--- src/rtl/norm_shift_ctrl.sv ---
// -----------------------------------------------------------------------------
// norm_shift_ctrl
//
// Normalisation shift controller for the MAF datapath. It takes the
// post-addition magnitude and the pre-normalisation exponent(s), and produces
// the left-shift count for the normalising shifter together with the adjusted
// exponent(s). The shift is limited so that an exponent never drops below 1,
// which leaves subnormal results only partly normalised. The block is a
// two-stage valid/ready pipeline with a fully combinational ready chain.
//
// Precision modes (cont):
//   000 single wide lane, 001 dual lane, 010 mixed (single lane),
//   011..111 bypass (no shift, exponent passed through unchanged)
//
// Ports:
//   clk        in   rising-edge clock
//   rst        in   asynchronous, active-high reset
//   cont       in   precision mode
//   in_valid   in   input beat valid
//   in_ready   out  block accepts a beat this cycle
//   sum_mag    in   unsigned adder magnitude, SUM_W bits
//   e_in       in   signed exponent(s); dual mode packs {hi[6:0], lo[6:0]}
//   out_valid  out  result valid
//   out_ready  in   downstream accepts the result
//   sh_num     out  left-shift count; dual {hi, lo}, otherwise {7'b0, cnt}
//   e_out      out  adjusted exponent(s), same packing as e_in
//   zero       out  all-zero lane flags; bit1 hi lane (dual only), bit0 lo/single
//   cont_out   out  mode carried alongside the result
// -----------------------------------------------------------------------------
module norm_shift_ctrl #(
    parameter int SUM_W = 108,
    parameter int EXP_W = 14
) (
    input  logic               clk,
    input  logic               rst,
    input  logic [2:0]         cont,
    input  logic               in_valid,
    output logic               in_ready,
    input  logic [SUM_W-1:0]   sum_mag,
    input  logic [EXP_W-1:0]   e_in,
    output logic               out_valid,
    input  logic               out_ready,
    output logic [13:0]        sh_num,
    output logic [EXP_W-1:0]   e_out,
    output logic [1:0]         zero,
    output logic [2:0]         cont_out
);

    localparam int HALF_W  = SUM_W / 2;
    localparam int LANE_EW = EXP_W / 2;
    localparam int CNT_W   = 7;

    localparam logic [2:0] MODE_SINGLE = 3'b000;
    localparam logic [2:0] MODE_DUAL   = 3'b001;
    localparam logic [2:0] MODE_MIXED  = 3'b010;

    // -------------------------------------------------------------------------
    // Leading-zero counters. Scanning upward, the last set bit seen is the
    // most significant one, so its distance from the top wins.
    // -------------------------------------------------------------------------
    function automatic logic [CNT_W-1:0] lz_wide(input logic [SUM_W-1:0] v);
        logic [CNT_W-1:0] n;
        n = '0;
        for (int i = 0; i < SUM_W; i++) begin
            if (v[i]) n = CNT_W'(SUM_W - 1 - i);
        end
        return n;
    endfunction

    function automatic logic [CNT_W-1:0] lz_half(input logic [HALF_W-1:0] v);
        logic [CNT_W-1:0] n;
        n = '0;
        for (int i = 0; i < HALF_W; i++) begin
            if (v[i]) n = CNT_W'(HALF_W - 1 - i);
        end
        return n;
    endfunction

    // -------------------------------------------------------------------------
    // Subnormal clamp: sh = min(lz, E-1) for E >= 1, else 0. The limit is
    // formed one bit wider than the exponent so E-1 of the largest positive
    // exponent cannot wrap. Since sh <= E-1, E - sh stays in range and the
    // final subtraction is exact at exponent width.
    // -------------------------------------------------------------------------
    function automatic void clamp_wide(
        input  logic [CNT_W-1:0] lz,
        input  logic [EXP_W-1:0] ev,
        output logic [CNT_W-1:0] sh,
        output logic [EXP_W-1:0] e_res
    );
        logic             pos;
        logic [EXP_W:0]   limit;
        logic [EXP_W:0]   lz_x;
        pos   = !ev[EXP_W-1] && (ev != '0);
        limit = pos ? ({1'b0, ev} - (EXP_W+1)'(1)) : '0;
        lz_x  = (EXP_W+1)'(lz);
        sh    = (lz_x < limit) ? lz : limit[CNT_W-1:0];
        e_res = ev - EXP_W'(sh);
    endfunction

    function automatic void clamp_lane(
        input  logic [CNT_W-1:0]   lz,
        input  logic [LANE_EW-1:0] ev,
        output logic [CNT_W-1:0]   sh,
        output logic [LANE_EW-1:0] e_res
    );
        logic               pos;
        logic [LANE_EW:0]   limit;
        logic [LANE_EW:0]   lz_x;
        pos   = !ev[LANE_EW-1] && (ev != '0);
        limit = pos ? ({1'b0, ev} - (LANE_EW+1)'(1)) : '0;
        lz_x  = (LANE_EW+1)'(lz);
        sh    = (lz_x < limit) ? lz : limit[CNT_W-1:0];
        e_res = ev - LANE_EW'(sh);
    endfunction

    // -------------------------------------------------------------------------
    // Handshake
    // -------------------------------------------------------------------------
    logic s1_valid;
    logic s2_valid;
    logic s2_ready;

    assign s2_ready  = !s2_valid || out_ready;
    assign in_ready  = !s1_valid || s2_ready;
    assign out_valid = s2_valid;

    // NOTE: state registers use non-blocking assignments so every flop samples
    // pre-edge values; blocking here would create order-dependent races.
    always_ff @(posedge clk or posedge rst) begin
        if (rst) begin
            s1_valid <= 1'b0;
            s2_valid <= 1'b0;
        end else begin
            if (in_ready) s1_valid <= in_valid;
            if (s2_ready) s2_valid <= s1_valid;
        end
    end

    // -------------------------------------------------------------------------
    // Stage 1: leading-zero count(s) and lane zero detection
    // -------------------------------------------------------------------------
    logic [CNT_W-1:0] lz_hi_d, lz_lo_d;
    logic [1:0]       zero_d;

    // NOTE: every output of a combinational block is given a default first, so
    // no path through the block leaves a value held and no latch is inferred.
    always_comb begin
        lz_hi_d = '0;
        lz_lo_d = '0;
        zero_d  = '0;
        if (cont == MODE_DUAL) begin
            lz_hi_d = lz_half(sum_mag[SUM_W-1:HALF_W]);
            lz_lo_d = lz_half(sum_mag[HALF_W-1:0]);
            zero_d  = {sum_mag[SUM_W-1:HALF_W] == '0, sum_mag[HALF_W-1:0] == '0};
        end else begin
            lz_lo_d = lz_wide(sum_mag);
            zero_d  = {1'b0, sum_mag == '0};
        end
    end

    logic [2:0]       s1_cont;
    logic [EXP_W-1:0] s1_e;
    logic [CNT_W-1:0] s1_lz_hi, s1_lz_lo;
    logic [1:0]       s1_zero;

    // NOTE: pipeline payload registers carry no reset; they are only observed
    // when qualified by s1_valid, which is reset.
    always_ff @(posedge clk) begin
        if (in_valid && in_ready) begin
            s1_cont  <= cont;
            s1_e     <= e_in;
            s1_lz_hi <= lz_hi_d;
            s1_lz_lo <= lz_lo_d;
            s1_zero  <= zero_d;
        end
    end

    // -------------------------------------------------------------------------
    // Stage 2: clamp, exponent adjust, lane packing
    // -------------------------------------------------------------------------
    logic [13:0]        sh_d;
    logic [EXP_W-1:0]   e_d;
    logic [1:0]         zero_out_d;
    logic [CNT_W-1:0]   sh_wide, sh_hi, sh_lo;
    logic [EXP_W-1:0]   e_wide;
    logic [LANE_EW-1:0] e_hi, e_lo;

    always_comb begin
        sh_d       = '0;
        e_d        = '0;
        zero_out_d = '0;
        sh_wide    = '0;
        sh_hi      = '0;
        sh_lo      = '0;
        e_wide     = '0;
        e_hi       = '0;
        e_lo       = '0;
        case (s1_cont)
            MODE_SINGLE, MODE_MIXED: begin
                clamp_wide(s1_lz_lo, s1_e, sh_wide, e_wide);
                if (s1_zero[0]) begin
                    zero_out_d = 2'b01;
                end else begin
                    sh_d = {7'b0, sh_wide};
                    e_d  = e_wide;
                end
            end
            MODE_DUAL: begin
                clamp_lane(s1_lz_hi, s1_e[EXP_W-1:LANE_EW], sh_hi, e_hi);
                clamp_lane(s1_lz_lo, s1_e[LANE_EW-1:0], sh_lo, e_lo);
                // An all-zero lane reports no shift and a zero exponent.
                if (s1_zero[1]) begin
                    sh_hi = '0;
                    e_hi  = '0;
                end
                if (s1_zero[0]) begin
                    sh_lo = '0;
                    e_lo  = '0;
                end
                sh_d       = {sh_hi, sh_lo};
                e_d        = {e_hi, e_lo};
                zero_out_d = s1_zero;
            end
            default: begin
                e_d = s1_e;
            end
        endcase
    end

    // Output registers only load on a stage transfer, so they hold while the
    // downstream stalls.
    always_ff @(posedge clk or posedge rst) begin
        if (rst) begin
            sh_num   <= '0;
            e_out    <= '0;
            zero     <= '0;
            cont_out <= '0;
        end else if (s1_valid && s2_ready) begin
            sh_num   <= sh_d;
            e_out    <= e_d;
            zero     <= zero_out_d;
            cont_out <= s1_cont;
        end
    end

endmodule

--- config.mk ---
export PLATFORM = sky130hd
export DESIGN_NAME = norm_shift_ctrl
export DESIGN_NICKNAME = d
export VERILOG_FILES = /design/src/rtl/norm_shift_ctrl.sv
export SDC_FILE = /design/constraint.sdc
export NUM_CORES = 1
export LEC_CHECK = 0
export ABC_CLOCK_PERIOD_IN_PS = 15100
export CAP_MARGIN = 20
export CORE_MARGIN = 10
export CORE_UTILIZATION = 40
export CTS_CLUSTER_DIAMETER = 120
export DETAILED_ROUTE_END_ITERATION = 10
export GPL_ROUTABILITY_DRIVEN = 0
export MAX_ROUTING_LAYER = met4
export PLACE_DENSITY = 0.67
export SYNTH_ARGS = -nofsm -noshare
export SYNTH_HDL_FRONTEND = slang
export SYNTH_SLANG_ARGS = --single-unit
--- constraint.sdc ---
create_clock -name clk -period 15.1 [get_ports clk]
set_input_delay 3.02 -clock clk [delete_from_list [all_inputs] [get_ports clk]]
set_output_delay 3.02 -clock clk [all_outputs]
set_load 0.03 [all_outputs]
==> results of run 1 <==
[layer usage]
layer	global-route usage, %	wire length [um]	vias to the layer above
li1	-	-	3364
met5	-	0	-
met2	30.16	9303	263
met3	4.326	1281	37
met1	24.45	9704	3110
met4	5.405	401	0
[worst paths after layout]
kind / depth (start not counted) / slack (ns) / endpoint / start
worst max-delay path: 3 / 7.76 / in_ready / out_ready
worst min-delay path: 2 / 0.47 / e_out[1] / e_out[1]
worst max register to register: 23 / 9.25 / e_out[12] / s1_e[0]
worst min register to register: 2 / 0.47 / e_out[1] / e_out[1]
max in group asynchronous: 3 / 11.68 / sh_num[4] / rst
min in group asynchronous: 3 / 3.09 / sh_num[9] / rst
[power by group through the flow]
stage | Combinational, mW | Sequential [mW] | Clock (mW)
4_1_cts | 0.246 | 0.228 | 0.226
2_1_floorplan | 0.125 | 0.247 | 0
5_1_grt | 0.270 | 0.231 | 0.231
3_3_place_gp | 0.241 | 0.231 | 0
3_5_place_dp | 0.244 | 0.231 | 0
6_report | 0.245 | 0.228 | 0.222
[worst register-to-register path, cell delays in order (launching register included)]
cell      delay [ns]
edfxtp_1        0.47
inv_1           0.21
ha_1            0.37
nor3b_1         0.42
xnor2_1         0.11
nor2_1          0.17
inv_1           0.07
ha_1            0.29
a21o_1          0.18
a211o_1         0.31
o22ai_1         0.48
nand2b_1        0.30
o21a_1          0.17
and2_1          0.13
ha_1            0.18
inv_1           0.07
fa_1            0.43
a21o_1          0.17
a21o_1          0.21
a21boi_0        0.27
o21ai_0         0.21
nor3_1          0.27
xnor2_1         0.15
o21ai_0         0.09
[sequential cells by signal (all words and copies together), names as in the netlist, 2 cells and up]
| register | cells |
|---|---|
| e_out | 14 |
| s1_lz_hi | 6 |
| s1_lz_lo | 7 |
| s1_cont | 3 |
| s1_e | 14 |
| cont_out | 3 |
| sh_num | 14 |
| s1_zero | 2 |
| zero | 2 |
[Yosys cell counts, types with 9 or more instances]
master / n / area share, %
nor2_1: 132 / 7.7
nand2_1: 78 / 4.6
a21oi_1: 53 / 4.1
o21ai_0: 44 / 3.4
inv_1: 42 / 2.5
ha_1: 39 / 7.6
dfrtp_1: 35 / 14
edfxtp_1: 32 / 15
nor3_1: 31 / 2.4
nand3_1: 24 / 1.9
nor4_1: 21 / 2.1
a21o_1: 18 / 2.1
xnor2_1: 15 / 2.1
clkbuf_1: 13 / 0.76
mux2i_1: 13 / 2.0
nand4_1: 13 / 1.3
nand2b_1: 12 / 1.2
xor2_1: 12 / 1.6
o31ai_1: 11 / 1.3
o221ai_1: 9 / 1.2
[per-stage QoR]
| stage | cells | utilization (%) |
|---|---|---|
| detailed placement | 1173 | 52.36 |
| finish | 1190 | 54.34 |
| global placement | 1173 | 52.36 |
| global route | 1190 | 54.34 |
| floorplan | 808 | - |
| CTS | 1189 | 54.32 |
[area by class of cell]
cell class | count | area share [%]
sequential | 67 | 21.43
clock buffer | 11 | 2.716
clock inverter | 5 | 0.9052
timing repair buffer | 167 | 19.39
antenna | 1 | 0.02920
multi-input combinational | 681 | 50.53
tap | 216 | 3.154
inverter | 42 | 1.840
[cell families (layout without fill, tap and decap cells)]
logic type	count (synthesis)	after routing
compound gates	230	230
xor+xnor	27	27
fa+ha+maj	42	42
buf+inv	60	225
flops	67	67
mux	19	19
other cells	0	1
simple gates	363	363
==> reports/metrics.csv, run 1 <==
stage,metric,value,unit
run_status,status,completed,
synthesis,synth_flop_cell,dfrtp_1,
critical_path,cp_common_cell,clkdlybuf4s50_1,
floorplan,design.core.area,15770,sq um
final_layout,regArea,1837,sq um
timing,setup_slack,7.761,ns
clock_tree,cts_made_buffers,9,
critical_path,cp_top_family,buffers and inverters,
power_and_ir_drop,switching_share,32.83,%
final_layout,fin_area,8569,sq um
final_layout,final_cell_mix,"clkdlybuf4s50_1, nor2_1, nand2_1, a21oi_1, o21ai_0",
critical_path,crit_buf_inv,2,
synthesis,yosys-mux-area-fraction,3.145,%
critical_path,criticalPathCategory,in -> out,
floorplan,boundaryPins,164,
power_and_ir_drop,clkPwrFrac,32.0,%
global_routing,antenna_found_initial,1,
synthesis,yosysWarnings,0,
synthesis,synth_compound_area_share,25.04,%
drt,firstDrtPassIters,7,
clock_tree,cts_root_buf,clkbuf_16,
timing,rsz0062_at_grt,no,
power_and_ir_drop,p_switching,0.2282,mW
final_layout,fill_cells,1525,
synthesis,syn_inst,808,
power_and_ir_drop,p_per_area,81.12,nW/um^2
critical_path,critPathSlowestCell,clkdlybuf4s50_1,
synthesis,synth_top_family_by_area,simple AND/OR/NAND/NOR gates,
synthesis,synth_seq_area_share,28.68,%
power_and_ir_drop,intPower,0.4669,mW
drt,drc_errors,0,
synthesis,synth_nets,979,
final_layout,drive_gt1_share,4.214,%
synthesis,synth_edf_count,32,
final_layout,synthToLayoutAreaGrowth,33.80,%
critical_path,end_kind,primary output,
synthesis,synth_area,6405,sq um
worst_hold_path,hold_class,reg -> reg,
floorplan,die-area,21470,sq um
global_routing,grt_max_degree,36,
placed_design,io_buffers,163,
floorplan,die-height,146.5,um
timing,min_period,7.339,ns
clock_tree,post_cts_resized,0,
clock_tree,htreeDepth,3,
final_layout,multi_input_comb_area,4330,sq um
synthesis,synthAdderAreaFrac,8.556,%
power_and_ir_drop,seqPwrFrac,32.8,%
critical_path,critPathMaxFanout,3,
global_routing,grt_pass1_wl,33.58,mm
clock_tree,cts_tree,yes,
floorplan,die_w,146.5,um
synthesis,synthArstFlopShare,52.24,%
clock_tree,cts_setup_buffers,0,
timing,slew_headroom,36.34,%
clock_tree,clock_latency,0.34,ns
clock_tree,postCtsHoldBufs,0,
drt,final_antenna_net_count,0,
power_and_ir_drop,p_leak,3.270,nW
timing,hold_violations,0,
flow_run,maxCapViolCount,0,
clock_tree,clkSlewWorstSetupHoldPaths,0.05,ns
synthesis,synth_area_per_cell,7.927,sq um
critical_path,max_stage_delay,0.70,ns
placed_design,place_ws,7.758,ns
timing,holdWs,0.4728,ns
floorplan,rows,46,
timing,worst_pin_slew,0.9309,ns
critical_path,worst_setup_path_start_kind,primary input,
timing,skew,0.004893,ns
final_layout,final_common_cell,clkdlybuf4s50_1,
timing,slew_violations,0,
timing,period_share,48.60,%
floorplan,initial_utilization,40.61,%
placed_design,dp_hpwl,17.14,mm
placed_design,dpl_cell_area,8257,sq um
synthesis,synth-simple-area-share,27.17,%
critical_path,required,12.08,ns
timing,setup_viol,0,
global_routing,grt_overflow,0,
timing,fmax,136.3,MHz
power_and_ir_drop,power,0.6951,mW
final_layout,nets,1139,
drt,via_per_inst,5.692,
synthesis,ys_ff_latch,67,
global_routing,grt_pass1_vias,6948,
drt,wl_per_cell,17.39,um
critical_path,cp_data_arrival_time,4.32,ns
power_and_ir_drop,peakVddDrop,0.00004877,V
drt,drt-total-wl,20.69,mm
global_routing,grt_usage,19.26,%
critical_path,crit_path_cell_trace,"clkdlybuf4s50_1, nand3b_1, clkdlybuf4s50_1",
clock_tree,cts.sinks,67,
clock_tree,cts_max_path_buffers,2,
power_and_ir_drop,combPwrFrac,35.2,%
drt,drt_iter0_markers,432,
synthesis,ys_types,75,
timing,timing.setup.tns,0,ns
drt,num_vias,6774,
synthesis,synth_xor_area_share,3.692,%
No activity file was read; power rests on OpenSTA's default activity.
==> run 2: changes to the inputs <==
ABC_CLOCK_PERIOD_IN_PS = 6400   (was 15100)
PLACE_DENSITY = 0.7   (was 0.67)
clock period = 6.4 ns   (was 15.1 ns; I/O delays follow)
==> reports/metrics.csv, run 2 (same netlist as run 1, synthesis figures left out) <==
stage,metric,value,unit
final_layout,nets,1138,
floorplan,die-height,146.5,um
clock_tree,cts_setup_buffers,0,
power_and_ir_drop,power,1.608,mW
timing,holdWs,0.4733,ns
final_layout,reg.largest.list,"e_out x14, s1_e x14, sh_num x14",
clock_tree,cts.sinks,67,
timing,rsz0062_at_grt,no,
critical_path,worst_setup_path_start_kind,flip-flop,
placed_design,io_buffers,163,
floorplan,die_w,146.5,um
drt,drt-total-wl,21.03,mm
global_routing,antenna_found_initial,4,
critical_path,criticalPathCategory,reg -> reg,
timing,period_share,87.78,%
floorplan,die-area,21470,sq um
timing,hold_violations,0,
clock_tree,cts_root_buf,clkbuf_16,
floorplan,rows,46,
timing,timing.setup.tns,0,ns
clock_tree,cts_made_buffers,9,
timing,setup_slack,0.7822,ns
placed_design,place_ws,0.9105,ns
clock_tree,cts_max_path_buffers,2,
critical_path,critPathMaxFanout,9,
clock_tree,postCtsHoldBufs,0,
global_routing,grt_usage,19.70,%
critical_path,cp_data_arrival_time,5.83,ns
final_layout,post-route-util,54.19,%
run_status,status,completed,
clock_tree,clock_latency,0.34,ns
power_and_ir_drop,p_leak,3.247,nW
global_routing,grt_pass1_wl,34.40,mm
drt,drc_errors,0,
drt,firstDrtPassIters,5,
final_layout,synthToLayoutAreaGrowth,33.42,%
final_layout,final_common_cell,clkdlybuf4s50_1,
floorplan,initial_utilization,40.61,%
power_and_ir_drop,combPwrFrac,36.2,%
drt,wl_per_cell,17.64,um
global_routing,grt_max_degree,36,
global_routing,grt_overflow,0,
drt,final_antenna_net_count,0,
floorplan,design.core.area,15770,sq um
drt,via_per_inst,5.762,
final_layout,final_cell_mix,"clkdlybuf4s50_1, nor2_1, nand2_1, a21oi_1, o21ai_0",
placed_design,dp_hpwl,17.37,mm
timing,worst_pin_slew,0.9105,ns
timing,slew_headroom,38.83,%
floorplan,boundaryPins,164,
power_and_ir_drop,peakVddDrop,0.0001013,V
timing,fmax,178.0,MHz
critical_path,end_kind,flip-flop,
power_and_ir_drop,clkPwrFrac,30.3,%
clock_tree,htreeDepth,3,
power_and_ir_drop,intPower,1.061,mW
timing,slew_violations,0,
clock_tree,clkSlewWorstSetupHoldPaths,0.06,ns
final_layout,drive_gt1_share,4.115,%
flow_run,maxCapViolCount,0,
clock_tree,post_cts_resized,0,
power_and_ir_drop,p_switching,0.5466,mW
critical_path,required,6.62,ns
clock_tree,cts_tree,yes,
timing,min_period,5.618,ns
final_layout,fill_cells,1513,
power_and_ir_drop,switching_share,33.99,%
timing,setup_viol,0,
drt,num_vias,6868,
power_and_ir_drop,p_per_area,188.2,nW/um^2
power_and_ir_drop,seqPwrFrac,33.5,%
timing,skew,0.002599,ns
global_routing,grt_pass1_vias,7054,
worst_hold_path,hold_class,reg -> reg,
drt,drt_iter0_markers,525,
run 2: per-layer routing:
metal,wire length (um),global-route usage [%],vias up
met1,9640,24.40,3162
met2,9588,31.23,303
met3,1429,5.006,38
met4,374,5.405,0
met5,0,-,-
li1,-,-,3365
run 2: stage by stage:
step	area (sq um)	instances
after global routing	8546	1192
after global placement	8249	1172
after detailed placement	8249	1172
final	8546	1192
after floorplan	6405	808
after CTS	8536	1188
run 2: worst paths after layout:
kind / slack [ns] / end / from / depth (start not counted)
setup / recovery: 0.78 / e_out[12] / s1_e[1] / 23
hold / removal: 0.47 / cont_out[1] / cont_out[1] / 2
setup reg to reg: 0.78 / e_out[12] / s1_e[1] / 23
hold reg to reg: 0.47 / cont_out[1] / cont_out[1] / 2
max in group asynchronous: 4.73 / sh_num[6] / rst / 3
min in group asynchronous: 1.34 / sh_num[12] / rst / 3
run 2: power by group through the flow:
stage / logic, mW / clock network, mW / registers [mW]
6_report: 0.582 / 0.487 / 0.539
5_1_grt: 0.639 / 0.510 / 0.545
4_1_cts: 0.582 / 0.491 / 0.539
3_5_place_dp: 0.577 / 0 / 0.547
3_3_place_gp: 0.571 / 0 / 0.545
2_1_floorplan: 0.295 / 0 / 0.584
run 2: area by class of cell:
| type | count | area [sq um] | area share [%] |
|---|---|---|---|
| Multi-Input combinational cell | 681 | 4330 | 50.67 |
| Clock buffer | 11 | 232.7 | 2.723 |
| Tap cell | 216 | 270.3 | 3.163 |
| Clock inverter | 5 | 53.80 | 0.6296 |
| Sequential cell | 67 | 1837 | 21.49 |
| Antenna cell | 4 | 10.01 | 0.1171 |
| Timing Repair Buffer | 166 | 1654 | 19.36 |
| Inverter | 42 | 157.7 | 1.845 |
run 2: critical path, cell delays in order, from the launching register on:
cell and delay, ns:
edfxtp_1 0.55, inv_1 0.15, ha_1 0.30, nor3b_1 0.46
xnor2_1 0.11, nor2_1 0.14, inv_1 0.06, ha_1 0.28
a21o_1 0.18, a211o_1 0.31, o22ai_1 0.50, nand2b_1 0.28
o21a_1 0.17, and2_1 0.12, ha_1 0.16, inv_1 0.06
fa_1 0.43, a21o_1 0.18, a21o_1 0.20, a21boi_0 0.22
o21ai_0 0.15, nor3_1 0.22, xnor2_1 0.14, o21ai_0 0.11
